## config.mk

```make
export PLATFORM = sky130hd
export DESIGN_NAME = imu_spi_sampler_flat
export DESIGN_NICKNAME = d
export VERILOG_FILES = /design/src/rtl/imu_spi_sampler_if.sv /design/src/rtl/imu_spi_sampler.sv /design/src/flat_wrapper.sv
export SDC_FILE = /design/constraint.sdc
export NUM_CORES = 1
export LEC_CHECK = 0
export ABC_AREA = 0
export ABC_CLOCK_PERIOD_IN_PS = 2280
export CAP_MARGIN = 5
export CELL_PAD_IN_SITES_DETAIL_PLACEMENT = 0
export CELL_PAD_IN_SITES_GLOBAL_PLACEMENT = 2
export CORE_MARGIN = 2
export CORE_UTILIZATION = 31
export DETAILED_ROUTE_END_ITERATION = 7
export PLACE_DENSITY_LB_ADDON = 0.1
export SLEW_MARGIN = 20
export SYNTH_ARGS = -nofsm -noshare
export SYNTH_HDL_FRONTEND = slang
export SYNTH_SLANG_ARGS = --single-unit
```

## constraint.sdc

```tcl
create_clock -name clk -period 2.28 [get_ports clk]
set_input_delay 0.456 -clock clk [delete_from_list [all_inputs] [get_ports clk]]
set_output_delay 0.456 -clock clk [all_outputs]
set_load 0.05 [all_outputs]
```

## src/rtl/imu_spi_sampler_if.sv

```systemverilog
// Bus bundle for imu_spi_sampler: SPI pins towards the IMU plus the published
// sample word, its valid pulse and the busy flag.
interface imu_spi_sampler_if;
    logic        spi_sclk;
    logic        spi_cs_n;
    logic        spi_mosi;
    logic        spi_miso;
    logic [95:0] data;
    logic        data_valid;
    logic        busy;

    modport master (
        output spi_sclk,
        output spi_cs_n,
        output spi_mosi,
        input  spi_miso,
        output data,
        output data_valid,
        output busy
    );

    modport slave (
        input  spi_sclk,
        input  spi_cs_n,
        input  spi_mosi,
        output spi_miso,
        input  data,
        input  data_valid,
        input  busy
    );
endinterface

```

## src/rtl/imu_spi_sampler.sv

```systemverilog
// SPI IMU sampler: one wake write after reset, then a 6-byte accel burst read every
// SAMPLE_PERIOD clocks, packed into a 96-bit word. Optional macro IMU_FILTER_EN adds a per-axis IIR.
module imu_spi_sampler #(
    parameter int         CLK_DIV       = 4,
    parameter int         SAMPLE_PERIOD = 300000,
    parameter logic [7:0] READ_ADDR     = 8'h3B,
    parameter logic [7:0] WAKE_ADDR     = 8'h6B,
    parameter logic [7:0] WAKE_VALUE    = 8'h00
) (
    input  logic              clk,
    input  logic              reset_n,
    imu_spi_sampler_if.master imu
);
    localparam int DIV_W = $clog2(2 * CLK_DIV);
    localparam int CNT_W = $clog2(SAMPLE_PERIOD);
    localparam logic [DIV_W-1:0] DIV_LAST = DIV_W'(CLK_DIV - 1);
    localparam logic [DIV_W-1:0] GAP_LAST = DIV_W'(2 * CLK_DIV - 1);
    localparam logic [CNT_W-1:0] CNT_LAST = CNT_W'(SAMPLE_PERIOD - 1);

    localparam logic [2:0] ST_WAKE    = 3'd0;
    localparam logic [2:0] ST_GAP     = 3'd1;
    localparam logic [2:0] ST_IDLE    = 3'd2;
    localparam logic [2:0] ST_READ    = 3'd3;
    localparam logic [2:0] ST_PUBLISH = 3'd4;

    localparam logic [1:0] PH_SETUP = 2'd0;
    localparam logic [1:0] PH_LOW   = 2'd1;
    localparam logic [1:0] PH_HIGH  = 2'd2;

    logic [2:0]       state_r;
    logic [1:0]       phase_r;
    logic             active_r;
    logic [DIV_W-1:0] div_r;
    logic [5:0]       bit_r;
    logic [55:0]      tx_r;
    logic [47:0]      rx_r;
    logic [CNT_W-1:0] cnt_r;
    logic             overrun_r;
    logic             sclk_r;
    logic             cs_n_r;
    logic             mosi_r;
    logic [95:0]      data_r;
    logic             valid_r;
    logic             busy_r;

    logic             tick_s;
    logic             div_done_s;
    logic             last_bit_s;
    logic [15:0]      raw_x_s;
    logic [15:0]      raw_y_s;
    logic [15:0]      raw_z_s;
    logic [15:0]      x_s;
    logic [15:0]      y_s;
    logic [15:0]      z_s;
    logic [95:0]      pack_s;

    assign tick_s     = (cnt_r == CNT_LAST);
    assign div_done_s = (div_r == DIV_LAST);
    assign last_bit_s = (state_r == ST_READ) ? (bit_r == 6'd55) : (bit_r == 6'd15);

    // Bytes arrive XH XL YH YL ZH ZL; the dummy byte clocked in during the address is shifted out
    assign raw_x_s = rx_r[47:32];
    assign raw_y_s = rx_r[31:16];
    assign raw_z_s = rx_r[15:0];

`ifdef IMU_FILTER_EN
    logic [15:0] filt_x_r;
    logic [15:0] filt_y_r;
    logic [15:0] filt_z_r;

    function automatic logic [15:0] iir_step(input logic [15:0] f, input logic [15:0] raw);
        logic signed [16:0] diff;
        diff = $signed({raw[15], raw}) - $signed({f[15], f});
        diff = diff >>> 2;
        return f + diff[15:0];
    endfunction

    assign x_s = iir_step(filt_x_r, raw_x_s);
    assign y_s = iir_step(filt_y_r, raw_y_s);
    assign z_s = iir_step(filt_z_r, raw_z_s);

    // Filter state advances only when a sample is published
    always_ff @(posedge clk) begin
        if (!reset_n) begin
            filt_x_r <= 16'h0000;
            filt_y_r <= 16'h0000;
            filt_z_r <= 16'h0000;
        end else if (state_r == ST_PUBLISH) begin
            filt_x_r <= x_s;
            filt_y_r <= y_s;
            filt_z_r <= z_s;
        end else begin
            filt_x_r <= filt_x_r;
            filt_y_r <= filt_y_r;
            filt_z_r <= filt_z_r;
        end
    end
`else
    assign x_s = raw_x_s;
    assign y_s = raw_y_s;
    assign z_s = raw_z_s;
`endif

    assign pack_s = {data_r[95:80] + 16'd1, 16'h0000, z_s, x_s, y_s, 15'h0000, overrun_r};

    // Sample-period counter, free-running from reset release
    always_ff @(posedge clk) begin
        if (!reset_n) begin
            cnt_r <= CNT_W'(0);
        end else if (tick_s) begin
            cnt_r <= CNT_W'(0);
        end else begin
            cnt_r <= cnt_r + CNT_W'(1);
        end
    end

    // Sequencer and SPI bit engine; every pin and the published word are registered here
    always_ff @(posedge clk) begin
        if (!reset_n) begin
            state_r   <= ST_WAKE;
            phase_r   <= PH_SETUP;
            active_r  <= 1'b0;
            div_r     <= DIV_W'(0);
            bit_r     <= 6'd0;
            tx_r      <= 56'h0;
            rx_r      <= 48'h0;
            overrun_r <= 1'b0;
            sclk_r    <= 1'b1;
            cs_n_r    <= 1'b1;
            mosi_r    <= 1'b0;
            data_r    <= 96'h0;
            valid_r   <= 1'b0;
            busy_r    <= 1'b0;
        end else begin
            valid_r <= 1'b0;
            if (tick_s && (state_r != ST_IDLE)) begin
                overrun_r <= 1'b1;
            end
            case (state_r)
                ST_WAKE, ST_READ: begin
                    if (!active_r) begin
                        active_r <= 1'b1;
                        cs_n_r   <= 1'b0;
                        busy_r   <= 1'b1;
                        phase_r  <= PH_SETUP;
                        div_r    <= DIV_W'(0);
                        bit_r    <= 6'd0;
                        tx_r     <= (state_r == ST_WAKE)
                                    ? {1'b0, WAKE_ADDR[6:0], WAKE_VALUE, 40'h0}
                                    : {1'b1, READ_ADDR[6:0], 48'h0};
                    end else if (div_done_s) begin
                        div_r <= DIV_W'(0);
                        case (phase_r)
                            PH_LOW: begin
                                sclk_r  <= 1'b1;
                                rx_r    <= {rx_r[46:0], imu.spi_miso};
                                phase_r <= PH_HIGH;
                            end
                            PH_HIGH: begin
                                if (last_bit_s) begin
                                    cs_n_r   <= 1'b1;
                                    active_r <= 1'b0;
                                    phase_r  <= PH_SETUP;
                                    if (state_r == ST_WAKE) begin
                                        state_r <= ST_GAP;
                                    end else begin
                                        state_r <= ST_PUBLISH;
                                        busy_r  <= 1'b0;
                                    end
                                end else begin
                                    bit_r   <= bit_r + 6'd1;
                                    sclk_r  <= 1'b0;
                                    mosi_r  <= tx_r[55];
                                    tx_r    <= {tx_r[54:0], 1'b0};
                                    phase_r <= PH_LOW;
                                end
                            end
                            default: begin
                                sclk_r  <= 1'b0;
                                mosi_r  <= tx_r[55];
                                tx_r    <= {tx_r[54:0], 1'b0};
                                phase_r <= PH_LOW;
                            end
                        endcase
                    end else begin
                        div_r <= div_r + DIV_W'(1);
                    end
                end
                ST_GAP: begin
                    if (div_r == GAP_LAST) begin
                        div_r   <= DIV_W'(0);
                        state_r <= ST_IDLE;
                        busy_r  <= 1'b0;
                    end else begin
                        div_r <= div_r + DIV_W'(1);
                    end
                end
                ST_IDLE: begin
                    if (tick_s) begin
                        state_r <= ST_READ;
                    end
                end
                ST_PUBLISH: begin
                    data_r    <= pack_s;
                    valid_r   <= 1'b1;
                    // A tick dropped in this very cycle belongs to the next sample
                    overrun_r <= tick_s;
                    state_r   <= ST_IDLE;
                end
                default: begin
                    state_r <= ST_WAKE;
                end
            endcase
        end
    end

    assign imu.spi_sclk   = sclk_r;
    assign imu.spi_cs_n   = cs_n_r;
    assign imu.spi_mosi   = mosi_r;
    assign imu.data       = data_r;
    assign imu.data_valid = valid_r;
    assign imu.busy       = busy_r;
endmodule

```

## src/flat_wrapper.sv

```systemverilog
// flat-port wrapper written by rule: the top's interface ports become plain ports
module imu_spi_sampler_flat 
#(
    parameter int         CLK_DIV       = 4,
    parameter int         SAMPLE_PERIOD = 300000,
    parameter logic [7:0] READ_ADDR     = 8'h3B,
    parameter logic [7:0] WAKE_ADDR     = 8'h6B,
    parameter logic [7:0] WAKE_VALUE    = 8'h00
)
  (clk, reset_n, imu_spi_sclk, imu_spi_cs_n, imu_spi_mosi, imu_spi_miso, imu_data, imu_data_valid, imu_busy);
  imu_spi_sampler_if imu_i ();
  input  logic clk;
  input  logic reset_n;
  output wire logic [$bits(imu_i.spi_sclk)-1:0] imu_spi_sclk;
  output wire logic [$bits(imu_i.spi_cs_n)-1:0] imu_spi_cs_n;
  output wire logic [$bits(imu_i.spi_mosi)-1:0] imu_spi_mosi;
  input wire logic [$bits(imu_i.spi_miso)-1:0] imu_spi_miso;
  output wire logic [$bits(imu_i.data)-1:0] imu_data;
  output wire logic [$bits(imu_i.data_valid)-1:0] imu_data_valid;
  output wire logic [$bits(imu_i.busy)-1:0] imu_busy;
  assign imu_spi_sclk = imu_i.spi_sclk;
  assign imu_spi_cs_n = imu_i.spi_cs_n;
  assign imu_spi_mosi = imu_i.spi_mosi;
  assign imu_i.spi_miso = imu_spi_miso;
  assign imu_data = imu_i.data;
  assign imu_data_valid = imu_i.data_valid;
  assign imu_busy = imu_i.busy;
  imu_spi_sampler #(.CLK_DIV(CLK_DIV), .SAMPLE_PERIOD(SAMPLE_PERIOD), .READ_ADDR(READ_ADDR), .WAKE_ADDR(WAKE_ADDR), .WAKE_VALUE(WAKE_VALUE)) u_core (.clk(clk), .reset_n(reset_n), .imu(imu_i));
endmodule
```

==> reports/metrics.yaml, run 1 <==
finalSetupTns_ns: 0
port_buffers: 72
ant_nets: 0
p_comb_frac: 0.041
area_growth_pct: 23.5
die_area_sq_um: 22300
worstSetupPathType: "flip-flop to primary output"
fin_crit_sh: 0.948
hpwl_um: 9670
globalplace.congestion: 0.746
grt_pass1_vias: 4967
end_kind: "primary output"
antenna_found_initial: 0
internal-power_w: 0.00454
wl_met3_um: 650
hold_path_class: "flip-flop to flip-flop"
cts.sinks: 161
place_ws_ns: 0.139
track_usage: 0.137
synth_xor_area_frac: 0.0416
n_antenna_cell: 0
finalMaxSlewViolations: 0
top_layer: "met4"
clockBufferDepth: 2
synth.area.mux_share: 0.0126
cts_buffers: 17
grt_max_degree: 61
powerDensity_nw_per_um2: 740
ys_warn_count: 0
netlist_instances: 800
crit_family: "buffers and inverters"
critPathMaxStageDelay_ns: 0.85
worst_pin_slew_ns: 0.601
final_cell_mix: "217 x nand2_1, 161 x dfxtp_1, 116 x a21oi_1, 72 x clkdlybuf4s50_1, 49 x nor2_1"
final_hold_viol_count: 0
nFillCells: 2143
yosys.area_share.simple: 0.233
finalNetCount: 869
maxCapViolCount: 0
clock_skew_ns: 0.00861
synth-compound-area-share: 0.135
required_ns: 1.82
ys.flop_type: "dfxtp_1"
final.setup.worst_slack_ns: 0.118
min_period_ns: 2.16
crit_chain: "clkdlybuf4s50_1"
cts_tree: "done"
routed-wl-met2_um: 6640
grt_setup_unrepaired: "false"
synthTopCellsByArea: "dfxtp_1 49%, nand2_1 12%, a21oi_1 8.9%, buf_4 3.7%, nor2_1 2.8%"
path_max_fanout: 7
clk_latency_ns: 0.43
mostFrequentLayoutCell: "nand2_1"
setup_viol: 0
die_w_um: 149
power_frac_clock: 0.482
worstPathArrival_ns: 1.71
synth_top_area_cell: "dfxtp_1"
vdd_ir_drop_max_mv: 0.542
critical_path.slowest_cell: "clkdlybuf4s50_1"
fp-row-count: 53
avgSynthCellArea_sq_um: 8.17
drcViolationCount: 0
grt-ovfl-total: 0
seqPwrFrac: 0.477
reg2reg_slack_ns: 0.17
async_flop_share: 0
cts_root_buffer: "clkbuf_16"
timing.fmax_mhz: 463
num_vias: 5314
synthDistinctLibCells: 54
p_leak_nw: 2.76
core_area_sq_um: 20800
power_switching_w: 0.00143
status: "complete, no violations"
ys_ff_latch: 161
switching_share: 0.240
cp-start-kind: "flip-flop"
drt_iter0_markers: 287
chipHeight_um: 149
synth_edf_count: 0
wl_um: 14800
slew_headroom: 0.599
htreeDepth: 4
synth_top_family_by_area: "simple AND/OR/NAND/NOR gates"
synthAdderAreaFrac: 0.0134
syn-cell-area_sq_um: 6530
detail_route.wl_per_cell_um: 12.9
drive_above_1_share: 0.0711
path_clk_slew_ns: 0.06
drt_pass1_iterations: 4
ys_seq_area_frac: 0.493
cts_post_setup_buffers_inserted: 0
via_per_inst: 4.63
crit_buf_inv: 1
wl_met1_um: 7340
ioPinCount: 104
grt_pass1_wl_um: 24700
start_util: 0.314
synth_top_area_frac: 0.493
## flip-flops by register name, indices dropped and copies added, names as in the netlist, 2 cells and up
name,flops
u_core.tx_r,8
u_core.state_r,3
u_core.cnt_r,19
u_core.rx_r,48
u_core.bit_r,6
u_core.imu.data,65
u_core.div_r,3
u_core.phase_r,2
## routing by layer
metal  vias up  track usage
met5         -            0
met4         0       0.0476
met3        19       0.0376
met2        93        0.219
met1      2472        0.179
li1       2730            -
## power groups by stage
stage	Clock [W]	Combinational, W	Sequential [W]
floorplan	0	0.000238	0.00292
global route	0.00309	0.000265	0.00285
CTS	0.00296	0.000247	0.00285
finish	0.00287	0.000246	0.00285
detailed placement	0	0.000246	0.00291
global placement	0	0.000244	0.00291
## cell families after synthesis
| family | count (synthesis) |
|---|---|
| simple gates | 346 |
| compound gates | 161 |
| flops | 161 |
| buf+inv | 86 |
| xor+xnor | 31 |
| fa+ha+maj | 7 |
| mux | 7 |
| other cells | 1 |
## Yosys cell counts (all sizes together) (2+ instances only)
| master | number |
|---|---|
| inv | 7 |
| o31ai | 2 |
| xor2 | 21 |
| o21ai | 21 |
| nor3 | 4 |
| o21a | 2 |
| nor2 | 49 |
| and3b | 2 |
| nor2b | 2 |
| mux2i | 7 |
| and3 | 6 |
| a21oi | 116 |
| nand2 | 217 |
| a211oi | 5 |
| clkbuf | 41 |
| nand3 | 18 |
| nand4 | 8 |
| xnor2 | 10 |
| dfxtp | 161 |
| o211ai | 6 |
| and4 | 4 |
| nor3b | 3 |
| or2 | 3 |
| nand4b | 2 |
| nor4 | 2 |
| and2 | 6 |
| nand2b | 5 |
| buf | 38 |
| nand3b | 2 |
| or3 | 9 |
| ha | 7 |
## path summary, 6_finish.rpt
check | startpoint | endpoint | cells after the start
setup / recovery | u_core.imu.data[83] | imu_data[83] | 1
hold / removal | u_core.imu.data[42] | u_core.imu.data[42] | 2
setup reg to reg | u_core.div_r[0] | u_core.bit_r[5] | 7
hold reg to reg | u_core.imu.data[42] | u_core.imu.data[42] | 2
## area by class of cell
class | instances | area (sq um) | share of cell area
Clock buffer | 19 | 443 | 0.0549
Clock inverter | 13 | 151 | 0.0188
Inverter | 7 | 27.5 | 0.00341
Multi-Input combinational cell | 583 | 2980 | 0.369
Sequential cell | 161 | 3220 | 0.400
Tap cell | 275 | 344 | 0.0426
Timing Repair Buffer | 89 | 898 | 0.111
## metrics by stage
stage	util	instances	cell area, sq um	hold slack (ns)	total power [W]
4_1_cts	0.387	1147	8070	0.455	0.00606
3_5_place_dp	0.359	1115	7470	0.446	0.00316
6_report	0.387	1147	8070	0.453	0.00597
5_1_grt	0.387	1147	8070	0.472	0.00620
3_3_place_gp	0.359	1115	7470	0.445	0.00315
2_1_floorplan	-	830	6650	0.432	0.00315
## what timing repair did
| item | 4_1_cts | 5_1_grt |
|---|---|---|
| hold endpoints to repair | 0 | 0 |
| resized for setup | 0 | 1 |
| hold buffers | 0 | 0 |
| endpoints found under the setup margin | 0 | 1 |
Power figures use the tool's default switching activity.
==> run 2, diff against run 1 <==
PLACE_DENSITY = 0.9   (was not set)
PLACE_DENSITY_LB_ADDON = not set   (was 0.1)
==> run 2 against run 1 <==
Net effect: register-to-register slack improved by 0.06 ns; maximum frequency decreased by 2.0%; via count shrank 0.34%; non-clock buffer count grew 1; total power increased by 5.8%; core utilization is 0.33 points higher; critical path depth unchanged; cell area rose by 0.85%; sequential power barely moved; critical endpoint unchanged; largest cell class unchanged; highest routed layer unchanged.
==> reports/metrics.yaml, run 2 (synthesis gave the netlist of run 1 again) <==
core_area_sq_um: 20800
fin_crit_sh: 0.968
crit_buf_inv: 1
cts_hold_buf: 0
end_kind: "primary output"
clk_latency_ns: 0.42
p_leak_nw: 2.80
path_clk_slew_ns: 0.06
cts_resized: 0
final_util: 0.391
timing.fmax_mhz: 453
final.setup.worst_slack_ns: 0.0730
place_ws_ns: 0.241
worstSetupPathType: "flip-flop to primary output"
drt_pass1_iterations: 4
hold_depth: 2
slew_headroom: 0.617
largest_reg_flops: 65
grt_pass1_vias: 4864
cts.sinks: 161
worstReg2RegStart: "u_core.div_r[0]"
worstPathArrival_ns: 1.75
finalMaxSlewViolations: 0
critPathMaxStageDelay_ns: 0.86
num_vias: 5296
routed-wl-met2_um: 6260
finalSetupTns_ns: 0
detail_route.wl_per_cell_um: 12.3
track_usage: 0.133
mostFrequentLayoutCell: "nand2_1"
rr_worst_depth: 6
globalplace.congestion: 0.745
ant_nets: 0
drive_above_1_share: 0.0665
crit_family: "buffers and inverters"
maxCapViolCount: 0
cts_root_buffer: "clkbuf_16"
path_max_fanout: 7
required_ns: 1.82
drcViolationCount: 0
worst_pin_slew_ns: 0.574
vdd_ir_drop_max_mv: 0.518
n_antenna_cell: 0
port_buffers: 72
grt_setup_unrepaired: "false"
via_per_inst: 4.62
start_util: 0.314
hpwl_um: 8980
wl_met3_um: 619
hold_path_class: "flip-flop to flip-flop"
htreeDepth: 4
min_to: "u_core.imu.data[55]"
fp-row-count: 53
cts_post_setup_buffers_inserted: 0
chipHeight_um: 149
reg2reg_slack_ns: 0.23
r2r-end: "u_core.tx_r[54]"
cts_tree: "done"
setup_viol: 0
die_w_um: 149
min_period_ns: 2.21
wl_met1_um: 7060
powerDensity_nw_per_um2: 776
cp-start-kind: "flip-flop"
die_area_sq_um: 22300
clockBufferDepth: 2
cts_buffers: 17
fin_hold_ws_ns: 0.452
wl_um: 14100
antenna_found_initial: 0
status: "complete, no violations"
drt_iter0_markers: 245
power.total_w: 0.00632
finalNetCount: 870
grt_pass1_wl_um: 23900
crit_chain: "clkdlybuf4s50_1"
area_growth_pct: 24.5
top_layer: "met4"
final_cell_mix: "217 x nand2_1, 161 x dfxtp_1, 116 x a21oi_1, 72 x clkdlybuf4s50_1, 49 x nor2_1"
grt_max_degree: 54
critical_path.slowest_cell: "clkdlybuf4s50_1"
hold_start: "u_core.imu.data[55]"
clock_skew_ns: 0.00706
ioPinCount: 104
final_hold_viol_count: 0
grt-ovfl-total: 0
==> run 2: changes by cell type in the layout (fill, tap and decap cells not counted), moves of 3 or more <==
cell        before  now
bufinv_16        2    6
clkinv_4         3    0
clkinvlp_4       3    0
clkbuf_1         1    4
==> run 2: final cells by class <==
cell class | count | area (sq um)
clock buffer | 22 | 454
timing repair buffer | 90 | 906
inverter | 7 | 28.8
clock inverter | 9 | 203
multi-input combinational | 583 | 2980
tap | 275 | 344
sequential | 161 | 3220
fill | 2181 | 12700
==> run 2: stage by stage <==
step | instances | instance area, sq um
CTS | 1147 | 8140
global placement | 1116 | 7480
global route | 1147 | 8140
detailed placement | 1116 | 7480
finish | 1147 | 8140
floorplan | 830 | 6650
==> run 2: where the power goes <==
part           leakage, nW  internal, W  switching [W]  total (W)
clock network        0.319      0.00209        0.00113    0.00322
registers             1.30      0.00283      0.0000141    0.00285
logic                 1.18    0.0000464       0.000204   0.000250
total                 2.80      0.00496        0.00135    0.00632
==> run 2: worst max-delay path by stage <==
stage	from	endpoint	slack (ns)	depth (start not counted)
after floorplan	u_core.div_r[0]	u_core.bit_r[5]	0.28	7
after global placement	u_core.div_r[0]	u_core.tx_r[55]	0.29	6
after detailed placement	u_core.div_r[0]	u_core.tx_r[54]	0.24	6
after CTS	u_core.imu.data[83]	imu_data[83]	0.05	1
after global routing	u_core.div_r[0]	u_core.tx_r[51]	0.006	6
final	u_core.imu.data[83]	imu_data[83]	0.07	1
==> run 2: metal layers <==
| layer | up-vias | GRT usage |
|---|---|---|
| met5 | - | 0 |
| met4 | 0 | 0.0486 |
| met3 | 14 | 0.0318 |
| met2 | 99 | 0.205 |
| met1 | 2470 | 0.180 |
| li1 | 2713 | - |
